[config.mk]
export PLATFORM = sky130hd
export DESIGN_NAME = m_useq
export DESIGN_NICKNAME = d
export VERILOG_FILES = /design/src/rtl/m_useq.sv
export SDC_FILE = /design/constraint.sdc
export NUM_CORES = 1
export LEC_CHECK = 0
export CAP_MARGIN = 20
export CORE_UTILIZATION = 49
export DETAILED_ROUTE_END_ITERATION = 16
export HOLD_SLACK_MARGIN = 0.12
export PLACE_DENSITY = 0.84
export SETUP_SLACK_MARGIN = 0.2
export SYNTH_ARGS = -nofsm -noshare
export SYNTH_HDL_FRONTEND = slang
export SYNTH_SLANG_ARGS = --single-unit
export TNS_END_PERCENT = 50
[constraint.sdc]
create_clock -name clk -period 3 [get_ports clk]
set_clock_uncertainty 0.1 [all_clocks]
set_input_delay 0.75 -clock clk [delete_from_list [all_inputs] [get_ports clk]]
set_output_delay 0.75 -clock clk [all_outputs]
set_load 0.01 [all_outputs]
[src/rtl/m_useq.sv]
// Microcode sequencer: picks the next microcode address from dispatch,
// repeat-loop, conditional branch or the microword's next-address field.
module m_useq #(
  parameter logic [7:0] IRQ_VEC = 8'hF0,
  parameter logic [7:0] ILL_VEC = 8'hF8
) (
  input  logic       clk,
  input  logic       rst_n,
  input  logic       progress_ucode,
  input  logic [7:0] ucode_next,
  input  logic       ctl_dispatch,
  input  logic       ctl_branch,
  input  logic       cond,
  input  logic       ctl_loop,
  input  logic [4:0] cnt_init,
  input  logic [6:0] instr_op,
  input  logic       irq_pending,
  output logic [7:0] minx,
  output logic       loop_active,
  output logic       irq_ack,
  output logic       trap_illegal
);

  localparam logic [0:0] ST_RUN  = 1'b0;
  localparam logic [0:0] ST_LOOP = 1'b1;

  logic [0:0] state_q, state_d;
  logic [7:0] minx_q, minx_d;
  logic [4:0] cnt_q, cnt_d;
  logic       irq_ack_q, irq_ack_d;
  logic       trap_q, trap_d;

  // Only 32-bit base opcodes with a microcode routine are dispatchable.
  function automatic logic op_legal(input logic [6:0] op);
    logic ok;
    if (op[1:0] != 2'b11) begin
      ok = 1'b0;
    end else begin
      case (op[6:2])
        5'b00000, 5'b00011, 5'b00100, 5'b00101,
        5'b01000, 5'b01100, 5'b01101, 5'b11000,
        5'b11001, 5'b11011, 5'b11100: ok = 1'b1;
        default:                      ok = 1'b0;
      endcase
    end
    return ok;
  endfunction

  // Next-state and next-address selection.
  always_comb begin
    state_d   = state_q;
    minx_d    = minx_q;
    cnt_d     = cnt_q;
    irq_ack_d = 1'b0;
    trap_d    = 1'b0;
    if (progress_ucode) begin
      case (state_q)
        ST_RUN: begin
          if (ctl_dispatch) begin
            if (irq_pending) begin
              minx_d    = IRQ_VEC;
              irq_ack_d = 1'b1;
            end else if (op_legal(instr_op)) begin
              minx_d = {1'b1, instr_op[6:2], 2'b00};
            end else begin
              minx_d = ILL_VEC;
              trap_d = 1'b1;
            end
          end else if (ctl_loop) begin
            if (cnt_init == 5'd0) begin
              minx_d = ucode_next;
            end else begin
              cnt_d   = cnt_init;
              state_d = ST_LOOP;
            end
          end else if (ctl_branch) begin
            if (cond) begin
              minx_d = ucode_next;
            end else begin
              minx_d = minx_q + 8'd1;
            end
          end else begin
            minx_d = ucode_next;
          end
        end
        ST_LOOP: begin
          // A zero count cannot occur in LOOP; treat it as the last pass anyway.
          if (cnt_q <= 5'd1) begin
            cnt_d   = 5'd0;
            minx_d  = ucode_next;
            state_d = ST_RUN;
          end else begin
            cnt_d = cnt_q - 5'd1;
          end
        end
        default: begin
          state_d = ST_RUN;
          cnt_d   = 5'd0;
          minx_d  = 8'h00;
        end
      endcase
    end else begin
      state_d = state_q;
    end
  end

  // Sequencer state registers.
  always_ff @(posedge clk or negedge rst_n) begin
    if (!rst_n) begin
      state_q   <= ST_RUN;
      minx_q    <= 8'h00;
      cnt_q     <= 5'd0;
      irq_ack_q <= 1'b0;
      trap_q    <= 1'b0;
    end else begin
      state_q   <= state_d;
      minx_q    <= minx_d;
      cnt_q     <= cnt_d;
      irq_ack_q <= irq_ack_d;
      trap_q    <= trap_d;
    end
  end

  assign minx         = minx_q;
  assign loop_active  = (state_q == ST_LOOP);
  assign irq_ack      = irq_ack_q;
  assign trap_illegal = trap_q;

endmodule

==> reports/results.ini, run 1 <==
[outcome]
outcome=finished clean

[finish]
final_cells=209
layout.cells.most_common=clkdlybuf4s50_1
fillers=183
nets=214
layout_common_cells=clkdlybuf4s50_1, dfrtp_1, a21oi_1, nand2_1, nor2_1
register_area_um2=400.4
fin_util_pct=72.75
drive_gt1_share_pct=8.287
area_growth_pct=36.99
fin_area_um2=1640
multiInputGateArea_um2=735.7
diodes=0

[setup_path]
endpoint_kind=register
cp.arrival_ns=2.50
crit_chain=clkdlybuf4s50_1, inv_1, ha_1, nor4b_1, nor2_1, nand4b_1, o21ai_0, a22o_1
critPathTopFamily=simple AND/OR/NAND/NOR gates
startpoint_type=input pin
worstPathMaxFanout=4
slowest_delay_ns=0.50
path_buf_inv=2
cpMaxStageDelayCell=clkdlybuf4s50_1
crit_type=in -> reg
cp.required_ns=3.09

[timing]
worstMarginPinSlew_ns=0.7466
slew_viol_final=0
rsz0062_at_grt=no
timing.final.hold_violations=0
fmax_mhz=414.4
final.min_clock_period_ns=2.413
setup_tns_ns=0
maxSlewHeadroom_pct=50.07
hold_ws_ns=0.4401
finalSetupViolations=0
post-route-period-util_pct=80.43

[global_route]
grt_max_degree=18
overflow=0
grt.total_usage_pct=27.53
grt_pass1_vias=1227
grt_pass1_wl_mm=5.299
grt_antenna_before_repair=0

[floorplanning]
die-area_um2=2646
boundaryPins=39
rows=17
initial_core_util_pct=53.11
fp.coreArea_um2=2255
die_width_um=51.44
die-height_um=51.44

[yosys]
syn-instance-count=142
ys.warnings.count=0
ys_async_sr_fraction_pct=100.0
synth_cell_types=45
synth_seq_cells=16
yosys_most_used_dff=dfrtp_1
syn_avg_cell_area_um2=8.432
netlist_area_um2=1197
ys_seq_area_share_pct=33.44
synth_nets=174
synth_edf_count=0

[clock_tree]
cts.path.max_buffers=2
clock-root-buffer=clkbuf_4
clock_sinks=16
cts_resized=0
numCtsBuffers=3
ctsHoldBuffers=0
insertion_delay_ns=0.29
post_cts_buffers=0
cts_tree=done
htree_levels=1
cts.reportedPaths.clkPinSlew_ns=0.10

[route]
vias_per_cell=5.981
ant_nets=0
drc_errors=0
drt_wl_total_mm=3.171
drt_pass1_iterations=5
first_iter_violations=46
vias=1250
wl_per_cell_um=15.17

[worst_hold_path]
hold_class=reg -> reg

[place]
gp_congestion=0.9028
portBuffers=38
dp.cells=205
dpl_cell_area_um2=1604
hpwlAfterDp_mm=2.430

[power_and_ir_drop]
leakage_nw=0.6532
powerDensity_nw_per_um2=764.9
max-vdd-ir-drop_mv=0.5329

[run]
drv_cap=0

routing by layer:
| layer | track usage (%) | up-vias | part of all wire, % |
|---|---|---|---|
| li1 | - | 602 | - |
| met5 | 0 | - | 0 |
| met1 | 30.97 | 597 | 42 |
| met2 | 51.52 | 47 | 53 |
| met4 | 9.009 | 0 | 0.85 |
| met3 | 4.762 | 4 | 4.1 |
through the flow:
step           setup WS (ns)  power, mW
2_1_floorplan         0.8857     0.8454
3_3_place_gp          0.3724      1.071
3_5_place_dp          0.2836      1.103
4_1_cts               0.6033      1.253
5_1_grt               0.4246      1.351
6_report              0.5871      1.255
sequential cells by signal (all words and copies together), names as in the netlist:
register	cells
minx	8
cnt_q	5
irq_ack	1
loop_active	1
trap_illegal	1
Yosys cell counts, types with 2 or more instances:
cell	count	area share (%)
a21oi_1	14	5.9
a22oi_1	2	1.3
xor2_1	3	2.2
nor2_1	10	3.1
a31oi_1	2	1.0
inv_1	7	2.2
o21a_1	2	1.3
nand2_1	10	3.1
o2bb2ai_1	2	1.5
o21ai_0	4	1.7
nor3_1	8	3.3
nor2b_1	3	1.6
dfrtp_1	16	33
o21ai_1	9	3.8
nor3b_1	2	1.3
a2bb2oi_1	3	2.2
nand2b_1	2	1.0
ha_1	4	4.2
o22a_1	2	1.5
o22ai_1	4	2.1
o31ai_2	2	2.1
and4_1	2	1.5
clkbuf_1	4	1.3
nand3_1	4	1.7
final timing paths:
| path | startpoint | endpoint | slack, ns | depth (start not counted) |
|---|---|---|---|---|
| max | instr_op[2] | minx[2]$_DFFE_PN0P_ | 0.59 | 8 |
| min | cnt_q[4]$_DFFE_PN0P_ | cnt_q[4]$_DFFE_PN0P_ | 0.44 | 2 |
| max reg2reg | cnt_q[2]$_DFFE_PN0P_ | minx[5]$_DFFE_PN0P_ | 1.11 | 5 |
| min reg2reg | cnt_q[4]$_DFFE_PN0P_ | cnt_q[4]$_DFFE_PN0P_ | 0.44 | 2 |
| max in group asynchronous | rst_n | cnt_q[2]$_DFFE_PN0P_ | 1.55 | 1 |
| min in group asynchronous | rst_n | minx[5]$_DFFE_PN0P_ | 0.78 | 1 |
tightest hold or removal path, cell delays in order, from the launching register on:
cell     delay, ns
dfrtp_1       0.38
o21ai_1       0.07
o21ai_1       0.06
where the power goes:
group / total [mW] / internal (mW) / switching (mW) / leakage [nW]
Clock: 0.151 / 0.0740 / 0.0772 / 0.0210
Combinational: 0.683 / 0.338 / 0.344 / 0.437
Sequential: 0.421 / 0.305 / 0.116 / 0.195
Total: 1.25 / 0.718 / 0.537 / 0.653
final cells by class:
type	count	share of cell area, %
Clock buffer	4	2.212
Inverter	8	1.831
Multi-Input combinational cell	112	44.85
Sequential cell	16	24.41
Tap cell	28	2.136
Timing Repair Buffer	41	24.56
kinds of logic (layout without fill, tap and decap cells):
group	Yosys count	count (layout)	synth area share, %
AO/OA/AOI/OAI	55	55	32.39
AND/OR/NAND/NOR	49	49	21.95
flip-flops	16	16	33.44
buffers and inverters	14	53	5.119
adder cells (fa/ha/maj)	4	4	4.180
XOR/XNOR	4	4	2.926
Note: power is estimated with default switching activity, not from simulation.
==> run 2, diff against run 1 <==
CORE_UTILIZATION = 41   (was 49)
PLACE_DENSITY = 0.75   (was 0.84)
clock period = 2 ns   (was 3 ns; I/O delays follow)
==> run 2 against run 1 <==
Worst setup slack got worse by 0.40 ns; critical endpoint is now minx[0]; highest routed layer unchanged; hold slack got worse by 0.048 ns; die area up 19%; largest power group unchanged; routed wire length is 25% higher; final area up 23%; final cell count grew 15%; sequential share of layout area down 4.1 points.
==> reports/results.ini, run 2 (synthesis gave the netlist of run 1 again) <==
[route]
ant_nets=0
vias=1422
drt_pass1_iterations=4
drt_wl_total_mm=3.948
vias_per_cell=5.900
wl_per_cell_um=16.38
first_iter_violations=55
drc_errors=0

[finish]
nets=243
fillers=201
final_cells=241
layout_common_cells=buf_4, clkdlybuf4s50_1, a21oi_1, dfrtp_1, o21ai_1
largest_reg_flops=8
drive_gt1_share_pct=38.57
fin_area_um2=2009
diodes=0
fin_util_pct=72.87
layout.cells.most_common=buf_4
area_growth_pct=67.82

[worst_hold_path]
worstHoldPathCells=3
hold_class=in -> reg
hold_start=cnt_init[1]
min_to=cnt_q[1]$_DFFE_PN0P_

[timing]
final.min_clock_period_ns=1.817
post-route-period-util_pct=90.84
slew_viol_final=0
worstMarginPinSlew_ns=0.3706
fmax_mhz=550.4
hold_ws_ns=0.3918
rsz0062_at_grt=yes
timing.final.hold_violations=0
setup_tns_ns=0
fin_ws_ns=0.1831
finalSetupViolations=0
maxSlewHeadroom_pct=75.18

[clock_tree]
cts.path.max_buffers=2
numCtsBuffers=3
htree_levels=1
clock-root-buffer=clkbuf_4
ctsHoldBuffers=0
insertion_delay_ns=0.29
cts.reportedPaths.clkPinSlew_ns=0.10
clock_sinks=16
cts_tree=done

[floorplanning]
die-height_um=56.04
fp.coreArea_um2=2758
boundaryPins=39
initial_core_util_pct=43.42
rows=19
die_width_um=56.04
die-area_um2=3140

[place]
hpwlAfterDp_mm=2.567
gp_congestion=0.8240
dp.cells=221
dpl_cell_area_um2=1710
portBuffers=38
pre_cts_slack_ns=-0.4973

[setup_path]
critPathTopFamily=buffers and inverters
cpMaxStageDelayCell=clkdlybuf4s50_1
slowest_delay_ns=0.54
worstPathMaxFanout=2
crit_type=reg -> out
reg2reg_from=minx[0]$_DFFE_PN0P_
path_buf_inv=1
crit_chain=clkdlybuf4s50_1
endpoint_kind=output pin
cp.required_ns=1.40
cp.arrival_ns=1.22
r2r_cells=7
r2r_end=minx[2]$_DFFE_PN0P_
startpoint_type=register
reg2reg_setup_slack_ns=0.22
critPathLaunch=minx[0]$_DFFE_PN0P_

[global_route]
grtUsageMet3_pct=3.488
grt_max_degree=19
gr-usage-met1_pct=29.26
use_met2_pct=49.49
grt.total_usage_pct=26.36
overflow=0
grt_pass1_wl_mm=6.575
grt_antenna_before_repair=0
grt_busiest_layer=met2
grt_pass1_vias=1471

[power_and_ir_drop]
leakage_nw=0.8674
powerDensity_nw_per_um2=1121
max-vdd-ir-drop_mv=0.9833
power_mw=2.252

[run]
drv_cap=0

[outcome]
outcome=finished clean

run 2: cell count changes in the layout (fill, tap and decap cells not counted), moves of 6 or more:
cell / change
buf_4: +26
clkdlybuf4s50_1: -16
dlygate4sd2_1: +7
dfrtp_1: -6
dfrtp_2: +6
run 2: worst max path at each step:
stage,slack (ns),cells past startpoint,to
floorplan,0.15,5,minx[4]$_DFFE_PN0P_
global placement,-0.39,9,minx[5]$_DFFE_PN0P_
detailed placement,-0.50,8,minx[4]$_DFFE_PN0P_
CTS,0.12,1,minx[3]
global route,0.14,1,minx[5]
finish,0.18,1,minx[0]
run 2: metal layers:
layer	up-vias	part of all wire, %
met5	-	0
met4	0	2.6
met3	10	5.0
met2	51	54
met1	697	39
li1	664	-
run 2: worst register-to-register path: stages (launching register included):
cell     delay [ns]
dfrtp_2        0.42
buf_4          0.16
ha_2           0.20
xnor2_1        0.20
a21oi_1        0.10
o22ai_1        0.17
o21ai_0        0.12
a22o_1         0.20
run 2: area by class of cell:
cell class              instances  area (um^2)  area share (%)
multi-input cells             113        889.6           44.27
flip-flops and latches         16        407.9           20.30
well taps                      31        38.79           1.930
repair buffers                 69        606.8           30.20
inverters                       8        30.03           1.494
clock buffers                   4        36.28           1.806
run 2: timing repair:
action                     in CTS  in global routing
buffers inserted                8                  7
cloned                          1                  0
gates resized for setup        53                 22
setup endpoints to repair      23                 21
pin swaps                      14                 13
run 2: report_power, final:
part / internal (mW) / leakage, nW / switching, mW
logic: 0.717 / 0.659 / 0.734
clock network: 0.111 / 0.0210 / 0.112
registers: 0.469 / 0.188 / 0.109
total: 1.30 / 0.867 / 0.955
